===== src/rtl/hex_monitor_if.sv =====
// Bundle of segment inputs, event-FIFO read port and committed-state outputs of hex_monitor.
// The master side drives the segment buses and rd_en; the slave side is the monitor.
interface hex_monitor_if #(
  parameter int unsigned FifoDepth = 8
);
  localparam int unsigned CountW = $clog2(FifoDepth) + 1;

  logic [5:0][6:0]    hex;       // [d] = HEXd, active-low, bit 6 = g .. bit 0 = a
  logic               rd_en;
  logic               ev_valid;
  logic [2:0]         ev_digit;
  logic [3:0]         ev_value;
  logic               ev_err;
  logic [23:0]        values;
  logic [5:0]         invalid;
  logic [CountW-1:0]  count;
  logic               overflow;

  modport master (
    output hex, rd_en,
    input  ev_valid, ev_digit, ev_value, ev_err, values, invalid, count, overflow
  );

  modport slave (
    input  hex, rd_en,
    output ev_valid, ev_digit, ev_value, ev_err, values, invalid, count, overflow
  );
endinterface


===== src/rtl/hex_monitor.sv =====
// Seven-segment read-back monitor: per-digit glitch filter, glyph decode and
// an event FIFO (first-word-fall-through) logging every committed digit change.
module hex_monitor #(
  parameter int unsigned StableCycles = 4,
  parameter int unsigned FifoDepth    = 8
) (
  input  logic          clk_i,
  input  logic          reset_i,
  hex_monitor_if.slave  mon_io
);
  localparam int unsigned CntW   = (StableCycles > 2) ? $clog2(StableCycles) : 1;
  localparam int unsigned PtrW   = $clog2(FifoDepth);
  localparam int unsigned CountW = PtrW + 1;
  localparam logic [CntW-1:0]   CntMax = CntW'(StableCycles - 1);
  localparam logic [CntW-1:0]   CntPre = CntW'(StableCycles - 2);
  localparam logic [CountW-1:0] Full   = CountW'(FifoDepth);
  localparam logic [6:0]        Blank  = 7'h7F;

  // Returns {err, value}; illegal patterns decode to value 0.
  function automatic logic [4:0] decode(input logic [6:0] pat);
    case (pat)
      7'h40:   decode = 5'h00;
      7'h79:   decode = 5'h01;
      7'h24:   decode = 5'h02;
      7'h30:   decode = 5'h03;
      7'h19:   decode = 5'h04;
      7'h12:   decode = 5'h05;
      7'h02:   decode = 5'h06;
      7'h78:   decode = 5'h07;
      7'h00:   decode = 5'h08;
      7'h10:   decode = 5'h09;
      7'h08:   decode = 5'h0A;
      7'h03:   decode = 5'h0B;
      7'h46:   decode = 5'h0C;
      7'h21:   decode = 5'h0D;
      7'h06:   decode = 5'h0E;
      7'h0E:   decode = 5'h0F;
      default: decode = 5'h10;
    endcase
  endfunction

  logic [5:0][6:0]      cand_q, cand_d;
  logic [5:0][6:0]      comm_q, comm_d;
  logic [5:0][CntW-1:0] cnt_q, cnt_d;
  logic [5:0]           pend_q, pend_d;
  logic                 ovf_q, ovf_d;
  logic [7:0]           mem_q [FifoDepth];
  logic [PtrW-1:0]      wptr_q, wptr_d, rptr_q, rptr_d;
  logic [CountW-1:0]    count_q, count_d;

  logic                 found, pop, push;
  logic [2:0]           push_sel;
  logic [5:0]           grant;
  logic [4:0]           push_dec;
  logic [7:0]           push_data;
  logic [7:0]           head;
  logic [5:0][4:0]      comm_dec;

  always_comb begin
    found    = 1'b0;
    push_sel = '0;
    for (int d = 0; d < 6; d++) begin
      if (pend_q[d] && !found) begin
        found    = 1'b1;
        push_sel = 3'(d);
      end
    end

    pop  = mon_io.rd_en && (count_q != '0);
    // A full FIFO still accepts a push when the head leaves on the same edge.
    push = found && ((count_q != Full) || pop);

    grant = '0;
    if (push) begin
      grant[push_sel] = 1'b1;
    end
    push_dec  = decode(comm_q[push_sel]);
    push_data = {push_sel, push_dec};

    cand_d = cand_q;
    cnt_d  = cnt_q;
    comm_d = comm_q;
    pend_d = pend_q & ~grant;
    ovf_d  = ovf_q;
    for (int d = 0; d < 6; d++) begin
      if (mon_io.hex[d] != cand_q[d]) begin
        cand_d[d] = mon_io.hex[d];
        cnt_d[d]  = '0;
      end else if (cnt_q[d] != CntMax) begin
        cnt_d[d] = cnt_q[d] + 1'b1;
        if ((cnt_q[d] == CntPre) && (cand_q[d] != comm_q[d])) begin
          comm_d[d] = cand_q[d];
          // An unpushed event for this digit is overwritten by the newer one.
          if (pend_d[d]) begin
            ovf_d = 1'b1;
          end
          pend_d[d] = 1'b1;
        end
      end
    end

    wptr_d  = push ? wptr_q + 1'b1 : wptr_q;
    rptr_d  = pop  ? rptr_q + 1'b1 : rptr_q;
    count_d = count_q + CountW'(push) - CountW'(pop);
  end

  always_ff @(posedge clk_i) begin
    if (reset_i) begin
      cand_q  <= {6{Blank}};
      comm_q  <= {6{Blank}};
      cnt_q   <= '0;
      pend_q  <= '0;
      ovf_q   <= 1'b0;
      wptr_q  <= '0;
      rptr_q  <= '0;
      count_q <= '0;
    end else begin
      cand_q  <= cand_d;
      comm_q  <= comm_d;
      cnt_q   <= cnt_d;
      pend_q  <= pend_d;
      ovf_q   <= ovf_d;
      wptr_q  <= wptr_d;
      rptr_q  <= rptr_d;
      count_q <= count_d;
    end
  end

  always_ff @(posedge clk_i) begin
    if (!reset_i && push) begin
      mem_q[wptr_q] <= push_data;
    end
  end

  always_comb begin
    head            = mem_q[rptr_q];
    mon_io.ev_valid = (count_q != '0);
    mon_io.ev_digit = mon_io.ev_valid ? head[7:5] : 3'd0;
    mon_io.ev_err   = mon_io.ev_valid ? head[4]   : 1'b0;
    mon_io.ev_value = mon_io.ev_valid ? head[3:0] : 4'd0;
    mon_io.count    = count_q;
    mon_io.overflow = ovf_q;
  end

  always_comb begin
    mon_io.values  = '0;
    mon_io.invalid = '0;
    for (int d = 0; d < 6; d++) begin
      comm_dec[d]             = decode(comm_q[d]);
      mon_io.values[4*d +: 4] = comm_dec[d][3:0];
      mon_io.invalid[d]       = comm_dec[d][4];
    end
  end
endmodule


===== src/flat_wrapper.sv =====
// flat-port wrapper written by rule: the top's interface ports become plain ports
module hex_monitor_flat 
#(
  parameter int unsigned StableCycles = 4,
  parameter int unsigned FifoDepth    = 8
)
  (clk_i, reset_i, mon_io_hex, mon_io_rd_en, mon_io_ev_valid, mon_io_ev_digit, mon_io_ev_value, mon_io_ev_err, mon_io_values, mon_io_invalid, mon_io_count, mon_io_overflow);
  hex_monitor_if #(.FifoDepth(FifoDepth)) mon_io_i ();
  input  logic clk_i;
  input  logic reset_i;
  input wire logic [$bits(mon_io_i.hex)-1:0] mon_io_hex;
  input wire logic [$bits(mon_io_i.rd_en)-1:0] mon_io_rd_en;
  output wire logic [$bits(mon_io_i.ev_valid)-1:0] mon_io_ev_valid;
  output wire logic [$bits(mon_io_i.ev_digit)-1:0] mon_io_ev_digit;
  output wire logic [$bits(mon_io_i.ev_value)-1:0] mon_io_ev_value;
  output wire logic [$bits(mon_io_i.ev_err)-1:0] mon_io_ev_err;
  output wire logic [$bits(mon_io_i.values)-1:0] mon_io_values;
  output wire logic [$bits(mon_io_i.invalid)-1:0] mon_io_invalid;
  output wire logic [$bits(mon_io_i.count)-1:0] mon_io_count;
  output wire logic [$bits(mon_io_i.overflow)-1:0] mon_io_overflow;
  assign mon_io_i.hex = mon_io_hex;
  assign mon_io_i.rd_en = mon_io_rd_en;
  assign mon_io_ev_valid = mon_io_i.ev_valid;
  assign mon_io_ev_digit = mon_io_i.ev_digit;
  assign mon_io_ev_value = mon_io_i.ev_value;
  assign mon_io_ev_err = mon_io_i.ev_err;
  assign mon_io_values = mon_io_i.values;
  assign mon_io_invalid = mon_io_i.invalid;
  assign mon_io_count = mon_io_i.count;
  assign mon_io_overflow = mon_io_i.overflow;
  hex_monitor #(.StableCycles(StableCycles), .FifoDepth(FifoDepth)) u_core (.clk_i(clk_i), .reset_i(reset_i), .mon_io(mon_io_i));
endmodule

===== config.mk =====
export PLATFORM = sky130hd
export DESIGN_NAME = hex_monitor_flat
export DESIGN_NICKNAME = d
export VERILOG_FILES = /design/src/rtl/hex_monitor_if.sv /design/src/rtl/hex_monitor.sv /design/src/flat_wrapper.sv
export SDC_FILE = /design/constraint.sdc
export NUM_CORES = 1
export LEC_CHECK = 0
export ABC_AREA = 0
export CAP_MARGIN = 20
export CORE_ASPECT_RATIO = 0.7
export CORE_MARGIN = 3
export CORE_UTILIZATION = 69
export DETAILED_ROUTE_END_ITERATION = 8
export DONT_BUFFER_PORTS = 1
export GPL_TIMING_DRIVEN = 1
export HOLD_SLACK_MARGIN = 0.05
export PLACE_DENSITY_LB_ADDON = 0.3
export SYNTH_ARGS = -nofsm -noshare
export SYNTH_HDL_FRONTEND = slang
export SYNTH_SLANG_ARGS = --single-unit
export TNS_END_PERCENT = 10

===== constraint.sdc =====
create_clock -name clk_i -period 9.45 [get_ports clk_i]
set_clock_uncertainty 0.15 [all_clocks]
set_input_delay 1.89 -clock clk_i [delete_from_list [all_inputs] [get_ports clk_i]]
set_output_delay 1.89 -clock clk_i [all_outputs]
set_load 0.02 [all_outputs]

* Word level (Yosys, flattened, before mapping)
Memories as Yosys holds them, arrays and structs flattened. A register that Yosys moved wholly into a read port is not among the register bits.
Cells that the tools add are included.
** Word-level totals
- Bits in registers :: 113
- RAM bits :: 64
- Output and inout bits :: 44
- Memories kept :: 1
** Cells by class
- Add/subtract/negate cells :: 10
- Order comparisons :: 2
- Equality and inequality tests :: 130
- Muxes and demuxes :: 72
- Bitwise gates (word level) :: 8
- Reductions and logical operators :: 42
** Memories
- u_core.mem_q :: depth 8, width 8, read ports 1, clocked after Yosys merged registers in 1, wr ports 1, line hex_monitor.sv:47 : logic [7:0] mem_q [FifoDepth];
** Operators with widths (count)
- 5-bit case mux with 16 select lines :: 7
- 7-bit equality test (second input constant) :: 28
- 7-bit by 5-bit equality test with 1-bit output (second input constant) :: 21
- 7-bit by 6-bit equality test with 1-bit output (second input constant) :: 21
- 7-bit by 2-bit equality test with 1-bit output (second input constant) :: 14
- 7-bit by 4-bit equality test with 1-bit output (second input constant) :: 14
- 7-bit != test :: 12
- 1-bit two-way mux :: 53
- 7-bit by 3-bit equality test with 1-bit output (second input constant) :: 7
- 7-bit zero test :: 7
- 7-bit binary-select mux with 3-bit select :: 1
- 3-bit AND reduction :: 6
- 1-bit logical AND :: 15
- 3-bit two-way mux :: 5
- 2-bit by 1-bit adder with 2-bit output (second input constant) :: 6
- 2-bit equality test (second input constant) :: 6
- 2-bit != test (second input constant) :: 6
- 2-bit OR reduction :: 6
- 7-bit two-way mux :: 1
- 3-bit by 1-bit adder with 3-bit output (second input constant) :: 2
- 6-bit AND :: 1
- 1-bit zero test :: 6
- 6-bit two-way mux :: 1
- 1-bit inverter :: 6
- 11 further kinds :: 12

* Longest topological paths before layout
Gate-level depths: netlist of the first run.
- Depth after elaboration :: 47
- Mapped depth :: 14
- Depth with buffers taken out :: 13

* Worst setup path before layout of the first run
OpenSTA, ideal clock, no wires.
- Kind :: register -> output
- Start :: register u_core.comm_q[30] (netlist bit)
- End :: output mon_io_invalid[4]
- Data arrival time :: 2.451 ns
- Required time :: 7.410 ns
- Path slack :: 4.959 ns
- Cell stages (with the launch flop) :: 8
- Path buffers :: 1
- Cells stage by stage :: dfxtp_1 > clkbuf_1 > nor2_1 > a31oi_1 > o32ai_1 > nand2b_1 > o41ai_1 > a2111oi_0
** Between the ends
- Word-level cells in the longest chain between the ends :: 2
- Elaborated cells between the ends (all ways) :: 17
- Classes of those cells :: eq/ne (15); mux (1); reduce/logical (1)
** Ends and longest elaborated chain
- start: declaration :: line hex_monitor.sv:43 : logic [5:0][6:0] comm_q, comm_d;
- start signal: assignment :: line hex_monitor.sv:110 : comm_q <= {6{Blank}};
- start signal: assignment :: line hex_monitor.sv:119 : comm_q <= comm_d;
- 7-bit by 4-bit equality test with 1-bit output, or another cell as far along :: line hex_monitor.sv:21 : case (pat)
- 5-bit case mux with 16 select lines * :: line hex_monitor.sv:21
- end: declaration :: line flat_wrapper.sv:18 : output wire logic [$bits(mon_io_i.invalid)-1:0] mon_io_invalid;
Every way passes the cells marked *; elsewhere a longest branch is shown, timed or not.

* Worst setup path after layout of the first run
- Start :: register u_core.comm_q[28] (netlist bit)
- End :: output mon_io_invalid[4]
Same word-level chain as after synthesis.

==> results of run 1 <==
==> area by class of cell <==
| type | count | area [µm²] | area share |
|---|---|---|---|
| tap | 190 | 238 | 0.0218 |
| multi-input combinational | 806 | 5620 | 0.514 |
| clock inverter | 15 | 146 | 0.0134 |
| clock buffer | 17 | 425 | 0.0389 |
| timing repair buffer | 9 | 71.3 | 0.00653 |
| inverter | 49 | 184 | 0.0168 |
| sequential | 180 | 4240 | 0.388 |
==> worst paths after layout <==
check                                  startpoint                  to  slack (ns)
worst max-delay path            u_core.comm_q[28]   mon_io_invalid[4]        4.35
worst min-delay path             u_core.rptr_q[1]    u_core.rptr_q[1]        0.37
worst min register to register   u_core.rptr_q[1]    u_core.rptr_q[1]        0.37
worst max register to register   u_core.pend_q[1]  u_core.mem_q[4][4]        4.95
==> critical path: cells and delay by family, from the launching register on <==
kind / cells / cell delay, ns
AO/OA/AOI/OAI: 4 / 1.40
buffers and inverters: 1 / 0.17
flip-flops: 1 / 0.65
AND/OR/NAND/NOR: 3 / 0.42
==> per-layer routing <==
metal / up-vias / part of all wire / global-route usage
met2: 367 / 0.44 / 0.437
li1: 3866 / - / -
met4: 0 / 0.013 / 0.0776
met3: 25 / 0.087 / 0.0651
met5: - / 0 / 0
met1: 3900 / 0.46 / 0.399
==> flip-flops by register name, summed over array words and instances, names as in the netlist, named ones only <==
name,count
u_core.cand_q,42
u_core.cnt_q,12
u_core.comm_q,42
u_core.mem_q,64
u_core.mon_io.count,4
u_core.mon_io.overflow,1
u_core.pend_q,6
u_core.rptr_q,3
u_core.wptr_q,3
==> synth_stat cells (all sizes together), types with 7 or more instances <==
cell | n | area, µm²
and3 | 7 | 43.8
inv | 49 | 184
mux4 | 16 | 360
nor3 | 37 | 190
a21oi | 52 | 260
nor4 | 21 | 138
or2 | 48 | 300
clkbuf | 79 | 297
dfxtp | 116 | 2320
o21ai | 36 | 199
edfxtp | 64 | 1920
a31oi | 17 | 106
nand2 | 69 | 259
nand2b | 33 | 214
xnor2 | 49 | 429
nand3 | 21 | 110
nand3b | 13 | 97.6
nand4 | 15 | 100
buf | 11 | 58.8
a211o | 22 | 193
nor2 | 125 | 472
ha | 20 | 250
mux2i | 40 | 404
xor2 | 55 | 482
or4b | 7 | 70.1
nor2b | 8 | 50.1
==> kinds of logic after synthesis <==
family                   after synthesis  synth area share
AO/OA/AOI/OAI                        190             0.132
XOR/XNOR                             104            0.0876
adder cells (fa/ha/maj)               21            0.0260
buffers and inverters                139            0.0518
flip-flops                           180             0.408
multiplexers                          57            0.0749
AND/OR/NAND/NOR                      434             0.220
==> placed cells by master, fill, tap and decap left out, types with 4 or more instances in the layout <==
cell / n
xnor2_1: 49
inv_8: 4
edfxtp_1: 64
or4b_2: 6
nor2_1: 124
nand2_1: 69
o22ai_1: 6
mux4_2: 16
nor2b_1: 8
or3_1: 5
mux2i_1: 39
o41ai_1: 6
a211o_1: 22
nand4_1: 14
a31oi_1: 17
inv_1: 49
nand3b_1: 13
a21oi_1: 52
ha_1: 20
clkbuf_16: 17
nand4b_1: 5
and3_1: 7
inv_6: 4
dfxtp_1: 116
nor4b_1: 4
nor4_1: 20
nor3_1: 36
a211oi_1: 5
nor3b_1: 6
nand3_1: 20
nand2b_1: 32
or2_2: 48
xor2_1: 55
a21boi_0: 4
o21ai_0: 32
==> through the flow <==
stage | instance area, µm² | hold WS, ns
3_5_place_dp | 10300 | 0.329
5_1_grt | 10900 | 0.375
6_report | 10900 | 0.371
3_3_place_gp | 10300 | 0.320
2_1_floorplan | 10400 | 0.304
4_1_cts | 10900 | 0.342
==> power groups by stage <==
stage                     registers, mW  logic, mW  clock network (mW)
after floorplan                   0.865      0.226                   0
after detailed placement          0.896      0.232                   0
final                             0.865      0.261               0.694
after CTS                         0.880      0.235               0.703
after global routing              0.869      0.291               0.731
after global placement            0.896      0.224                   0
==> results.json, run 1 <==
{
  "power_frac_comb": 0.143,
  "ys_warn_count": 0,
  "ys.flop_type": "dfxtp_1",
  "finalHoldViolCount": 0,
  "worstSetupEndpointType": "primary output",
  "dpl.hpwl_um": 15600,
  "slew_headroom": 0.266,
  "drt-pass1-iter-count": 6,
  "avgSynthCellArea_um2": 9.25,
  "drive_above_1_share": 0.120,
  "setup_viol": 0,
  "intPower_mw": 1.31,
  "clock_latency_ns": 0.44,
  "total_power_mw": 1.82,
  "dp_slack_ns": 4.92,
  "h-tree-depth": 4,
  "synthArstFlopShare": 0,
  "rr_worst_depth": 8,
  "fmax_mhz": 196,
  "final_cells": 1266,
  "clockBufferDepth": 2,
  "drv_slew": 0,
  "drc": 0,
  "fill_cells": 981,
  "detail_route.wl_per_cell_um": 18.3,
  "ant_nets": 0,
  "grt_pass1_wl_um": 38100,
  "initial_core_util": 0.726,
  "rsz0062_at_grt": "false",
  "final_core_util": 0.763,
  "seqPwrFrac": 0.475,
  "hold_depth": 2,
  "clk_pin_slew_ns": 0.07,
  "viasPerCell": 6.44,
  "syn-instance-count": 1125,
  "worst_pin_slew_ns": 1.09,
  "worstSetupPathType": "flip-flop to primary output",
  "wl_um": 23200,
  "synth-edff-count": 64,
  "die_h_um": 109,
  "crit_path_cell_trace": "nand3b_1 > nor2_1 > a31oi_1 > o32ai_1 > nand2b_1 > o41ai_1 > clkbuf_1 > a2111oi_1",
  "syn-cell-area_um2": 10400,
  "synth_cell_types": 84,
  "grt.total_usage": 0.281,
  "grt_max_degree": 115,
  "dp_cells": 1228,
  "syn2layout_area_growth_pct": 5.06,
  "drt_iter0_markers": 691,
  "worstSetupStartpointType": "flip-flop",
  "grt_pass1_vias": 7521,
  "route.vias.total": 8158,
  "io_pins": 89,
  "slowest_delay_ns": 0.91,
  "ys_seq_area_frac": 0.408,
  "grt.overflow.total": 0,
  "path_max_fanout": 15,
  "min_period_over_period": 0.540,
  "dieArea_um2": 16600,
  "coreArea_um2": 14300,
  "crit_slowest_cell": "a2111oi_1",
  "vdd_drop_max_uv": 132,
  "synth_nets": 1191,
  "portBuffers": 0,
  "swShare": 0.279,
  "numCtsBuffers": 17,
  "cts_tree": "yes",
  "diodes": 0,
  "netSwitchingPower_mw": 0.508,
  "powerDensity_nw_per_um2": 167,
  "min_period_ns": 5.10,
  "crit_required_ns": 7.41,
  "die_w_um": 153,
  "maxCapViolations": 0,
  "ys_ff_latch": 180,
  "final_nets": 1129,
  "cts_root_buffer": "clkbuf_16",
  "fin_ws_ns": 4.35,
  "hold_class": "flip-flop to flip-flop",
  "ctsResizeCount": 0,
  "outcome": "completed",
  "core.rowCount": 36,
  "leakagePower_nw": 4.11,
  "clkPwrFrac": 0.381,
  "postCtsSetupRepairBufs": 0,
  "finalSetupTns_ns": 0,
  "postCtsHoldBufs": 0,
  "antenna_found_initial": 0,
  "clkSinkCount": 180,
  "critPathArrivalTime_ns": 3.06,
  "gp_congestion": 0.890
}
Note: power is estimated with default switching activity, not from simulation.
==> inputs of run 2 (changes only) <==
Settings changed: CORE_UTILIZATION 69 to 58.
Clock period 9.45 ns to 4.3 ns, I/O delays scaled along.
==> run 2 against run 1 <==
Against the previous run:
- die area rose by 18%
- combinational power grew 100%
- register-to-register slack lost 4.6 ns
- sequential power grew 120%
- clock power increased by 110%
- non-clock buffer count rose by 11
- setup slack got worse by 4.0 ns
- global-route usage shrank 4.9 points
- critical path depth is 1 higher
- count of clock-buffer cells in the layout stayed put
- largest cell class unchanged
- critical path type is now flip-flop to flip-flop
- utilization shrank 13 points
- routed wire length shrank 2.2%
==> results.json, run 2 (synthesis gave the netlist of run 1 again) <==
{
  "outcome": "completed",
  "diodes": 0,
  "die_w_um": 166,
  "powerDensity_nw_per_um2": 354,
  "min_period_ns": 3.90,
  "viasPerCell": 6.03,
  "grt.overflow.total": 0,
  "h-tree-depth": 4,
  "numCtsBuffers": 17,
  "maxCapViolations": 0,
  "setup_viol": 0,
  "worstSetupPathType": "flip-flop to flip-flop",
  "final_common_cell": "nor2_1",
  "hold_class": "flip-flop to flip-flop",
  "die_h_um": 118,
  "worstSetupStartpointType": "flip-flop",
  "syn2layout_area_growth_pct": 6.09,
  "grt_max_degree": 115,
  "worst_pin_slew_ns": 1.10,
  "critPathArrivalTime_ns": 3.92,
  "gp_congestion": 0.874,
  "drt-pass1-iter-count": 5,
  "place_area_um2": 10500,
  "initial_core_util": 0.599,
  "drive_above_1_share": 0.130,
  "detail_route.wl_per_cell_um": 17.2,
  "path_max_fanout": 12,
  "coreArea_um2": 17400,
  "final_cell_area_um2": 11000,
  "largest-register": "u_core.mem_q",
  "crit_required_ns": 4.32,
  "vdd_drop_max_uv": 354,
  "io_pins": 89,
  "grt_pass1_vias": 7259,
  "worstSetupEndpointType": "flip-flop",
  "antenna_found_initial": 0,
  "rsz0062_at_grt": "false",
  "multi_input_comb_area_um2": 5630,
  "final_cell_mix": "nor2_1, dfxtp_1, nand2_1",
  "largestRegisters": "u_core.mem_q (64), u_core.cand_q (42), u_core.comm_q (42)",
  "drv_slew": 0,
  "clock_latency_ns": 0.45,
  "fill_cells": 1382,
  "ant_nets": 0,
  "finalHoldViolCount": 0,
  "final_nets": 1140,
  "grt.total_usage": 0.232,
  "ff_latch_area_um2": 4240,
  "finalSetupTns_ns": 0,
  "fmax_mhz": 256,
  "cts_root_buffer": "clkbuf_16",
  "slew_headroom": 0.254,
  "leakagePower_nw": 4.14,
  "drc": 0,
  "wl_um": 22700,
  "grt_pass1_wl_um": 37300,
  "clk_pin_slew_ns": 0.07,
  "min_period_over_period": 0.908,
  "dieArea_um2": 19600,
  "postCtsHoldBufs": 0,
  "drt_iter0_markers": 821,
  "largest_reg_flops": 64,
  "portBuffers": 0,
  "clockBufferDepth": 2,
  "route.vias.total": 7941,
  "cts_tree": "yes",
  "dpl.hpwl_um": 15700,
  "clkSinkCount": 180,
  "core.rowCount": 40
}
run 2: cell types whose count changed in the layout (fill, tap and decap cells not counted), sizes merged:
cell,change
buf,+15
bufinv,-1
clkbuf,-4
clkinv,+3
clkinvlp,-1
inv,-2
run 2: routing by layer:
| metal | vias to the layer above | GRT usage | share of wire |
|---|---|---|---|
| li1 | 3888 | - | - |
| met1 | 3736 | 0.346 | 0.48 |
| met2 | 292 | 0.332 | 0.43 |
| met3 | 25 | 0.0651 | 0.076 |
| met4 | 0 | 0.0592 | 0.012 |
| met5 | - | 0 | 0 |
run 2: what timing repair did:
item / 4_1_cts / 5_1_grt
buffers inserted: 0 / 0
gates resized for setup: 0 / 1
endpoints found under the setup margin: 0 / 8
run 2: cell type report:
type,instances,area share
multi-input cells,806,0.510
well taps,231,0.0262
clock buffers,17,0.0385
clock inverters,14,0.0109
flip-flops and latches,180,0.385
repair buffers,20,0.0127
inverters,49,0.0167
run 2: worst max-delay path, stage by stage (launching register included):
cell,delay (ns)
dfxtp_1,0.56
nor2b_1,0.16
a211oi_4,0.61
buf_4,0.25
mux2i_1,0.38
o211a_1,0.31
nor3_1,0.11
o211ai_2,0.19
nand4_2,0.29
a2111oi_4,0.62
run 2: power breakdown:
group	internal, mW	leakage (nW)	switching (mW)
registers	1.80	1.51	0.118
logic	0.248	2.37	0.276
clock network	0.752	0.262	0.704
run 2: per-stage QoR:
| stage | util | hold slack [ns] | cells | total power [mW] | setup WS (ns) |
|---|---|---|---|---|---|
| after global routing | 0.635 | 0.341 | 1317 | 4.08 | 0.131 |
| after global placement | 0.603 | 0.319 | 1283 | 2.47 | 0.518 |
| after detailed placement | 0.603 | 0.332 | 1285 | 2.49 | 0.301 |
| final | 0.635 | 0.345 | 1317 | 3.90 | 0.395 |
| after CTS | 0.635 | 0.334 | 1316 | 3.93 | 0.279 |
| after floorplan | - | 0.304 | 1125 | 2.40 | 0.839 |
run 2: path summary, 6_finish.rpt:
kind                              to             start  depth (start not counted)  slack (ns)
hold reg to reg     u_core.rptr_q[1]  u_core.rptr_q[1]                          2        0.35
hold / removal      u_core.rptr_q[1]  u_core.rptr_q[1]                          2        0.35
setup reg to reg  u_core.mem_q[3][4]  u_core.pend_q[1]                          9        0.40
setup / recovery  u_core.mem_q[3][4]  u_core.pend_q[1]                          9        0.40
==> inputs of run 3 (changes only) <==
Settings changed: CORE_MARGIN 3 to default, CORE_UTILIZATION 58 to 60, CTS_BUF_LIST from default to sky130_fd_sc_hd__clkbuf_8.
==> run 3 against run 2 <==
Against the previous run:
- critical path depth grew 1
- cell area shrank 1.7%
- first-iteration DRC count shrank 3.8%
- power shrank 8.2%
- routed wire length grew 0.58%
- utilization grew 1.6 points
- maximum frequency shrank 0.34%
- hold slack lost 0.028 ns
- critical path type is now flip-flop to primary output
- count of clock-buffer cells in the layout is the same
- via count grew 0.60%
- largest cell class unchanged
- critical endpoint is now mon_io_invalid[4]
- largest power group unchanged
==> results.json, run 3 (synthesis gave the netlist of run 1 again) <==
{
  "total_power_mw": 3.58,
  "setup_viol": 0,
  "dpl.hpwl_um": 15800,
  "ctsResizeCount": 0,
  "worst_pin_slew_ns": 1.13,
  "fmax_mhz": 255,
  "final_nets": 1139,
  "slew_headroom": 0.236,
  "clockBufferDepth": 2,
  "whs_ns": 0.317,
  "antenna_found_initial": 0,
  "detail_route.wl_per_cell_um": 17.4,
  "clkSinkCount": 180,
  "min_period_ns": 3.92,
  "postCtsSetupRepairBufs": 0,
  "hold_class": "input pin to flip-flop",
  "drv_slew": 0,
  "powerDensity_nw_per_um2": 330,
  "gp_congestion": 0.963,
  "grt_max_degree": 115,
  "maxCapViolations": 0,
  "critPathArrivalTime_ns": 2.91,
  "slowest_delay_ns": 0.69,
  "numCtsBuffers": 17,
  "die_h_um": 112,
  "drt_iter0_markers": 790,
  "dieArea_um2": 17900,
  "initial_core_util": 0.625,
  "drive_above_1_share": 0.129,
  "min_period_over_period": 0.911,
  "syn2layout_area_growth_pct": 4.23,
  "path_max_fanout": 15,
  "dp_slack_ns": 0.582,
  "diodes": 0,
  "final_cell_mix": "nor2_1, dfxtp_1, nand2_1",
  "finalSetupTns_ns": 0,
  "leakagePower_nw": 4.06,
  "crit_slowest_cell": "dfxtp_1",
  "worstSetupPathType": "flip-flop to primary output",
  "portBuffers": 0,
  "fin_ws_ns": 0.382,
  "die_w_um": 159,
  "io_pins": 89,
  "cts_root_buffer": "clkbuf_8",
  "core.rowCount": 39,
  "viasPerCell": 6.09,
  "largestRegisters": "u_core.mem_q (64), u_core.cand_q (42), u_core.comm_q (42)",
  "worstSetupEndpointType": "primary output",
  "wl_um": 22800,
  "drc": 0,
  "grt.total_usage": 0.261,
  "crit_path_cell_trace": "nand3b_1 > nor2_1 > a31oi_1 > o32ai_1 > nand2b_1 > o41ai_1 > buf_2 > clkbuf_1 > a2111oi_1 > buf_4",
  "clk_pin_slew_ns": 0.10,
  "rsz0062_at_grt": "false",
  "postCtsHoldBufs": 0,
  "ant_nets": 0,
  "largest_reg_flops": 64,
  "grt_pass1_wl_um": 37300,
  "grt_pass1_vias": 7337,
  "outcome": "completed",
  "cts_tree": "yes",
  "final_common_cell": "nor2_1",
  "finalHoldViolCount": 0,
  "drt-pass1-iter-count": 5,
  "worstSetupStartpointType": "flip-flop",
  "h-tree-depth": 4,
  "grt.overflow.total": 0,
  "vdd_drop_max_uv": 217,
  "coreArea_um2": 16600,
  "largest-register": "u_core.mem_q",
  "clock_latency_ns": 0.47,
  "route.vias.total": 7989,
  "crit_required_ns": 3.29
}
==> run 3: cell count changes in the layout (fill, tap and decap cells not counted), sizes merged <==
cell    change
inv         +2
buf         -3
clkbuf      +2
clkinv      -2
bufinv      +1
==> run 3: worst max-delay path, delay by kind of cell, from the launching register on <==
family / cells / cell delay [ns]
buffers and inverters: 3 / 0.53
AO/OA/AOI/OAI: 4 / 0.79
AND/OR/NAND/NOR: 3 / 0.42
flip-flops: 1 / 0.69
==> run 3: per-stage QoR <==
step                      instances  utilization  instance area (µm²)
final                          1311        0.652                10800
after global routing           1311        0.652                10800
after CTS                      1307        0.651                10800
after detailed placement       1275        0.628                10400
after global placement         1275        0.628                10400
after floorplan                1125            -                10400
==> run 3: path summary, 6_finish.rpt <==
kind / start / end / slack, ns / depth (start not counted)
min reg2reg: u_core.rptr_q[1] / u_core.rptr_q[1] / 0.34 / 2
max reg2reg: u_core.pend_q[1] / u_core.mem_q[0][4] / 0.55 / 9
max: u_core.comm_q[28] / mon_io_invalid[4] / 0.38 / 10
min: reset_i / u_core.pend_q[5] / 0.32 / 1
==> run 3: cell type report <==
class                      instances  area, µm²
timing repair buffer              19        130
inverter                          49        184
fill                            1349       5800
tap                              225        282
sequential                       180       4240
clock inverter                    15        149
multi-input combinational        806       5620
clock buffer                      17        234
==> run 3: metal layers <==
metal | GRT usage | vias up | share of wire
li1 | - | 3874 | -
met1 | 0.389 | 3773 | 0.48
met2 | 0.385 | 322 | 0.43
met3 | 0.0532 | 20 | 0.082
met4 | 0.0737 | 0 | 0.010
met5 | 0 | - | 0
==> run 3: power by group <==
| part | internal, mW | total (mW) | leakage, nW | switching (mW) |
|---|---|---|---|---|
| clock network | 0.475 | 1.13 | 0.189 | 0.658 |
| registers | 1.80 | 1.92 | 1.51 | 0.122 |
| logic | 0.248 | 0.525 | 2.36 | 0.277 |
==> patch 1 (flow settings as in run 2) <==
`FifoDepth` is set to 8 in 3 places; all go to 16.
--- a/src/rtl/hex_monitor_if.sv
+++ b/src/rtl/hex_monitor_if.sv
@@ -3,3 +3,3 @@
 interface hex_monitor_if #(
-  parameter int unsigned FifoDepth = 8
+  parameter int unsigned FifoDepth = 16
 );
--- a/src/rtl/hex_monitor.sv
+++ b/src/rtl/hex_monitor.sv
@@ -4,3 +4,3 @@
   parameter int unsigned StableCycles = 4,
-  parameter int unsigned FifoDepth    = 8
+  parameter int unsigned FifoDepth    = 16
 ) (
--- a/src/flat_wrapper.sv
+++ b/src/flat_wrapper.sv
@@ -4,3 +4,3 @@
   parameter int unsigned StableCycles = 4,
-  parameter int unsigned FifoDepth    = 8
+  parameter int unsigned FifoDepth    = 16
 )
Ports: changed (resized mon_io_count); port bits go from 89 to 90. No check against the original RTL was run, so the function may have changed too.
==> patch 1 against run 2 <==
Synthesized cell count is 7.9% higher; final area increased by 27%; register-to-register slack better by 0.09 ns; sequential cell count grew 68; die area up 23%; total power is 44% higher; clock power grew 52%; wire length grew 27%; synthesized area rose by 24%; worst setup slack got worse by 0.0090 ns; combinational power grew 48%.
==> patch 1: results (changes against run 2) <==
[status]
status=complete, no violations

[clock_tree]
path_clk_slew_ns=0.06
root_buffer=clkbuf_16
clock_path_buffers=3  ; +1
insertion_delay_ns=0.53  ; +0.08 ns
htreeDepth=1  ; -3
cts_setup_buffers=0  ; unchanged
numCtsBuffers=25  ; +8
cts-resized-gates=0  ; unchanged
hold_buffers=0  ; unchanged

[final_layout]
antenna_cells=0  ; unchanged
drive_gt1_share_pct=14.8  ; +1.8 points
nFillCells=1569  ; +14%
reg_top3=u_core.mem_q x128, u_core.cand_q x42, u_core.comm_q x42

[synthesis]
synth_nets=1283  ; +7.7%
synthTopCellsByCount=edfxtp_1, dfxtp_1, nor2_1
yosysSeqAreaShare_pct=48.4  ; +7.6 points
ys.warnings.count=0  ; unchanged
synth.top_cells.by_area=edfxtp_1, dfxtp_1, mux4_2
synthArstFlopShare_pct=0  ; unchanged
ys_types=86  ; +2.4%
synth-edff-count=128  ; +100%

[place]
gp_congestion=0.887  ; +1.5%
dp.final_hpwl_um=19500  ; +24%
postPlaceCellArea_mm2=0.0132  ; +26%
post-place-ws_ns=0.661  ; +0.360 ns
portBuffers=0  ; unchanged

[critical_path]
crit_path_max_fanout=15  ; +3
cpMaxStageDelayCell=dfxtp_1
ff2ff_path_depth=9  ; unchanged
r2r_start=u_core.pend_q[1]
startpoint=u_core.comm_q[29]
r2r_end=u_core.mem_q[9][2]
slowest_delay_ns=0.60  ; -0.02 ns
crit_path_end=mon_io_invalid[4]
critPathTopFamily=compound AO/OA/AOI/OAI gates
r2r_slack_ns=0.49  ; +0.09 ns
crit_arrival_ns=2.90  ; -1.02 ns

[power_and_ir_drop]
vdd.ir_drop.worst_mv=0.290  ; -18%
leakage_nw=4.79  ; +16%

[routing]
dr.pass1.iters=5  ; unchanged
drt-vias-per-instance=6.22  ; +3.2%
drtIter0Drc=960  ; +17%
routedWlPerCell_um=19.5  ; +13%

[sta]
timing.fmax_ghz=0.255  ; -0.23%
maxSlewViolCount=0  ; unchanged
worst_pin_slew_ns=1.07  ; -0.0307 ns
hold_viol=0  ; unchanged

[worst_hold_path]
min_path_type=primary input to flip-flop

[grt]
grt_pass1_vias=8460  ; +17%
grt_pass1_wl_um=46100  ; +23%
antenna_found_initial=0  ; unchanged
grt_max_degree=89  ; -23%
grtUsageTotal_pct=24.0  ; +0.79 points

## patch 1: cell count changes in the layout (fill, tap and decap cells not counted), sizes merged, moves of 13 or more
| cell | run 2 | this run |
|---|---|---|
| nor2b | 8 | 29 |
| clkbuf | 18 | 34 |
| buf | 19 | 32 |
| inv | 55 | 34 |
| nand2 | 69 | 90 |
| edfxtp | 64 | 128 |
| mux4 | 16 | 40 |
| nor2 | 125 | 105 |
## patch 1: final cells by class
| cell class | count | area [um2] | share of cell area (%) |
|---|---|---|---|
| clock buffers | 34 | 659 | 4.71 |
| clock inverters | 12 | 170 | 1.22 |
| flip-flops and latches | 248 | 6250 | 44.7 |
| multi-input cells | 841 | 6170 | 44.1 |
| well taps | 276 | 345 | 2.47 |
| inverters | 35 | 136 | 0.975 |
| repair buffers | 32 | 253 | 1.81 |
## patch 1: worst reg2reg max path, stage by stage (launching register included)
cell and delay (ns):
dfxtp_1 0.75, inv_1 0.25, a221o_4 0.48, clkinv_4 0.15, mux2i_1 0.31, o2111ai_2 0.33
nand2_2 0.21, nor3_2 0.06, o211ai_1 0.26, nand3b_1 0.44
## patch 1: kinds of logic (layout without fill, tap and decap cells)
| family | count (synthesis) | after routing | synth area share [%] |
|---|---|---|---|
| flops | 248 | 248 | 48.4 |
| xor+xnor | 106 | 106 | 7.19 |
| simple gates | 453 | 453 | 18.6 |
| fa+ha+maj | 24 | 24 | 2.38 |
| buf+inv | 125 | 113 | 3.91 |
| mux | 70 | 70 | 9.31 |
| compound gates | 188 | 188 | 10.2 |
## patch 1: through the flow
step	utilization, %	instances
2_1_floorplan	-	1214
3_3_place_gp	61.8	1432
3_5_place_dp	61.8	1432
4_1_cts	65.6	1478
5_1_grt	65.6	1478
6_report	65.6	1478
## patch 1: worst min path at each step
stage          cells past startpoint  slack, ns             start                endpoint
5_1_grt                            1       0.24           reset_i        u_core.pend_q[3]
2_1_floorplan                      2       0.33  u_core.cnt_q[11]        u_core.cnt_q[11]
4_1_cts                            1       0.23           reset_i  u_core.mon_io.count[1]
6_report                           1       0.27           reset_i        u_core.pend_q[3]
3_5_place_dp                       2       0.37  u_core.rptr_q[3]        u_core.rptr_q[3]
3_3_place_gp                       2       0.35   u_core.cnt_q[9]         u_core.cnt_q[9]
## patch 1: per-layer routing
metal | vias to the layer above | part of all wire, % | track usage (%)
li1 | 4350 | - | -
met1 | 4366 | 46 | 36.5
met2 | 429 | 42 | 35.4
met3 | 50 | 9.5 | 5.37
met4 | 0 | 1.9 | 5.24
met5 | - | 0 | 0
## patch 1: report_power, final
group / internal [mW] / switching [mW]
Sequential: 2.52 / 0.0881
Combinational: 0.356 / 0.422
Clock: 1.32 / 0.903
Total: 4.20 / 1.41
==> patch 2 (flow settings as in run 2) <==
Made on the original files. Reset style: asynchronous (`reset_i`), changed in one clocked block.
--- a/src/rtl/hex_monitor.sv
+++ b/src/rtl/hex_monitor.sv
@@ -106,3 +106,3 @@
 
-  always_ff @(posedge clk_i) begin
+  always_ff @(posedge clk_i or posedge reset_i) begin
     if (reset_i) begin
Behaviour: not the same (a bounded check fails within 10 cycles, from zero or initial values and one cycle with reset_i high; the reset may be asserted at any time).
==> patch 2 against run 2 <==
Via count decreased by 7.9%; first-iteration DRC count shrank 2.2%; sequential cell count decreased by 3; total power grew 1.7%; fmax grew 3.7%; global-route usage decreased by 0.67 points; wire length down 3.4%; final cell count down 9.9%; synthesized area increased by 2.8%; final area is 1.4% higher; worst setup slack improved by 0.14 ns; critical endpoint is now mon_io_invalid[5]; highest routed layer unchanged.
==> patch 2: results (changes against run 2) <==
[synthesis]
yosysSeqAreaShare_pct=45.4  ; +4.6 points
synth-main-ff-cell=dfstp_2
synthArstFlopShare_pct=63.8  ; +64 points
ys.warnings.count=0  ; unchanged
ys_types=85  ; +1.2%
synth_nets=1087  ; -8.7%
synth.top_cells.by_area=dfstp_2, edfxtp_1, dfrtp_1
synth-edff-count=64  ; unchanged
synthTopCellsByCount=clkbuf_1, nor2_1, dfstp_2

[final_layout]
nets=1008  ; -12%
reg_top3=u_core.mem_q x64, u_core.cand_q x42, u_core.comm_q x42
antenna_cells=0  ; unchanged
nFillCells=1361  ; -1.5%
drive_gt1_share_pct=24.3  ; +11 points

[clock_tree]
clock_path_buffers=2  ; unchanged
cts_setup_buffers=0  ; unchanged
numCtsBuffers=17  ; unchanged
root_buffer=clkbuf_16
htreeDepth=4  ; unchanged
path_clk_slew_ns=0.07  ; about the same
cts-resized-gates=0  ; unchanged
insertion_delay_ns=0.43  ; -0.02 ns

[routing]
drtIter0Drc=803  ; -2.2%
dr.pass1.iters=7  ; +2
post-route-drc-count=0  ; unchanged
routedWlPerCell_um=18.5  ; +7.3%
drt-vias-per-instance=6.17  ; +2.3%

[grt]
grtUsageTotal_pct=22.5  ; -0.67 points
grt_max_degree=80  ; -30%
grt_pass1_vias=6755  ; -6.9%
antenna_found_initial=0  ; unchanged
grt_pass1_wl_um=36400  ; -2.6%

[worst_hold_path]
min_path_type=primary input to flip-flop

[sta]
worst_pin_slew_ns=1.10  ; -0.00497 ns
setup_viol=0  ; unchanged

[power_and_ir_drop]
vdd.ir_drop.worst_mv=0.551  ; +56%
leakage_nw=4.28  ; +3.3%

[status]
status=complete, no violations

[place]
portBuffers=0  ; unchanged
dp.final_hpwl_um=15400  ; -2.1%
gp_congestion=0.901  ; +3.1%

[critical_path]
crit_path_max_fanout=11  ; -1
crit_arrival_ns=2.76  ; -1.16 ns

-- patch 2: cell families (layout without fill, tap and decap cells) --
group	Yosys count	count (layout)	share of synthesized area, %
xor+xnor	103	103	8.44
flops	177	177	45.4
buf+inv	138	72	5.85
mux	81	81	10.0
simple gates	338	338	16.7
fa+ha+maj	21	21	2.53
compound gates	163	163	11.1
-- patch 2: critical path, cell delays in order (launching register included) --
cell and delay, ns:
dfstp_2 0.66, nor2_1 0.12, nand3_1 0.09, o32a_1 0.14, nor3_1 0.04, a21oi_1 0.21
o21ai_0 0.36, nor3_1 0.70
-- patch 2: final timing paths --
path | from | endpoint | slack, ns | cells after the start
max | u_core.comm_q[36] | mon_io_invalid[5] | 0.53 | 7
min | mon_io_hex[10] | u_core.cand_q[10] | 0.26 | 0
max reg2reg | u_core.pend_q[1] | u_core.mem_q[2][0] | 0.60 | 7
min reg2reg | u_core.cand_q[34] | u_core.comm_q[34] | 0.37 | 2
max in group asynchronous | reset_i | u_core.cnt_q[4] | 2.41 | 3
min in group asynchronous | reset_i | u_core.wptr_q[0] | 0.27 | 2
-- patch 2: power by group --
part	internal [mW]	leakage (nW)	switching, mW
Combinational	0.217	2.11	0.242
Sequential	1.82	1.88	0.132
Clock	0.872	0.279	0.690
-- patch 2: final cells by class --
class | count | share of cell area, %
Sequential cell | 177 | 43.4
Inverter | 23 | 0.805
Clock buffer | 17 | 3.80
Clock inverter | 15 | 1.59
Tap cell | 231 | 2.58
Multi-Input combinational cell | 706 | 46.7
Timing Repair Buffer | 17 | 1.14
-- patch 2: through the flow --
step	util (%)	instance area, um2	power [mW]	std cells	setup WS [ns]
2_1_floorplan	-	10700	2.36	1021	0.752
3_3_place_gp	60.1	10600	2.43	1154	0.822
3_5_place_dp	60.1	10600	2.45	1154	0.672
4_1_cts	63.5	11200	4.02	1186	0.545
5_1_grt	63.5	11200	4.14	1186	0.286
6_report	63.5	11200	3.97	1186	0.534
-- patch 2: routing by layer --
metal | vias to the layer above | GRT usage (%) | part of all wire (%)
met5 | - | 0 | 0
met4 | 0 | 5.47 | 0.85
met3 | 12 | 7.18 | 8.7
met2 | 264 | 31.8 | 43
met1 | 3568 | 33.8 | 47
li1 | 3470 | - | -
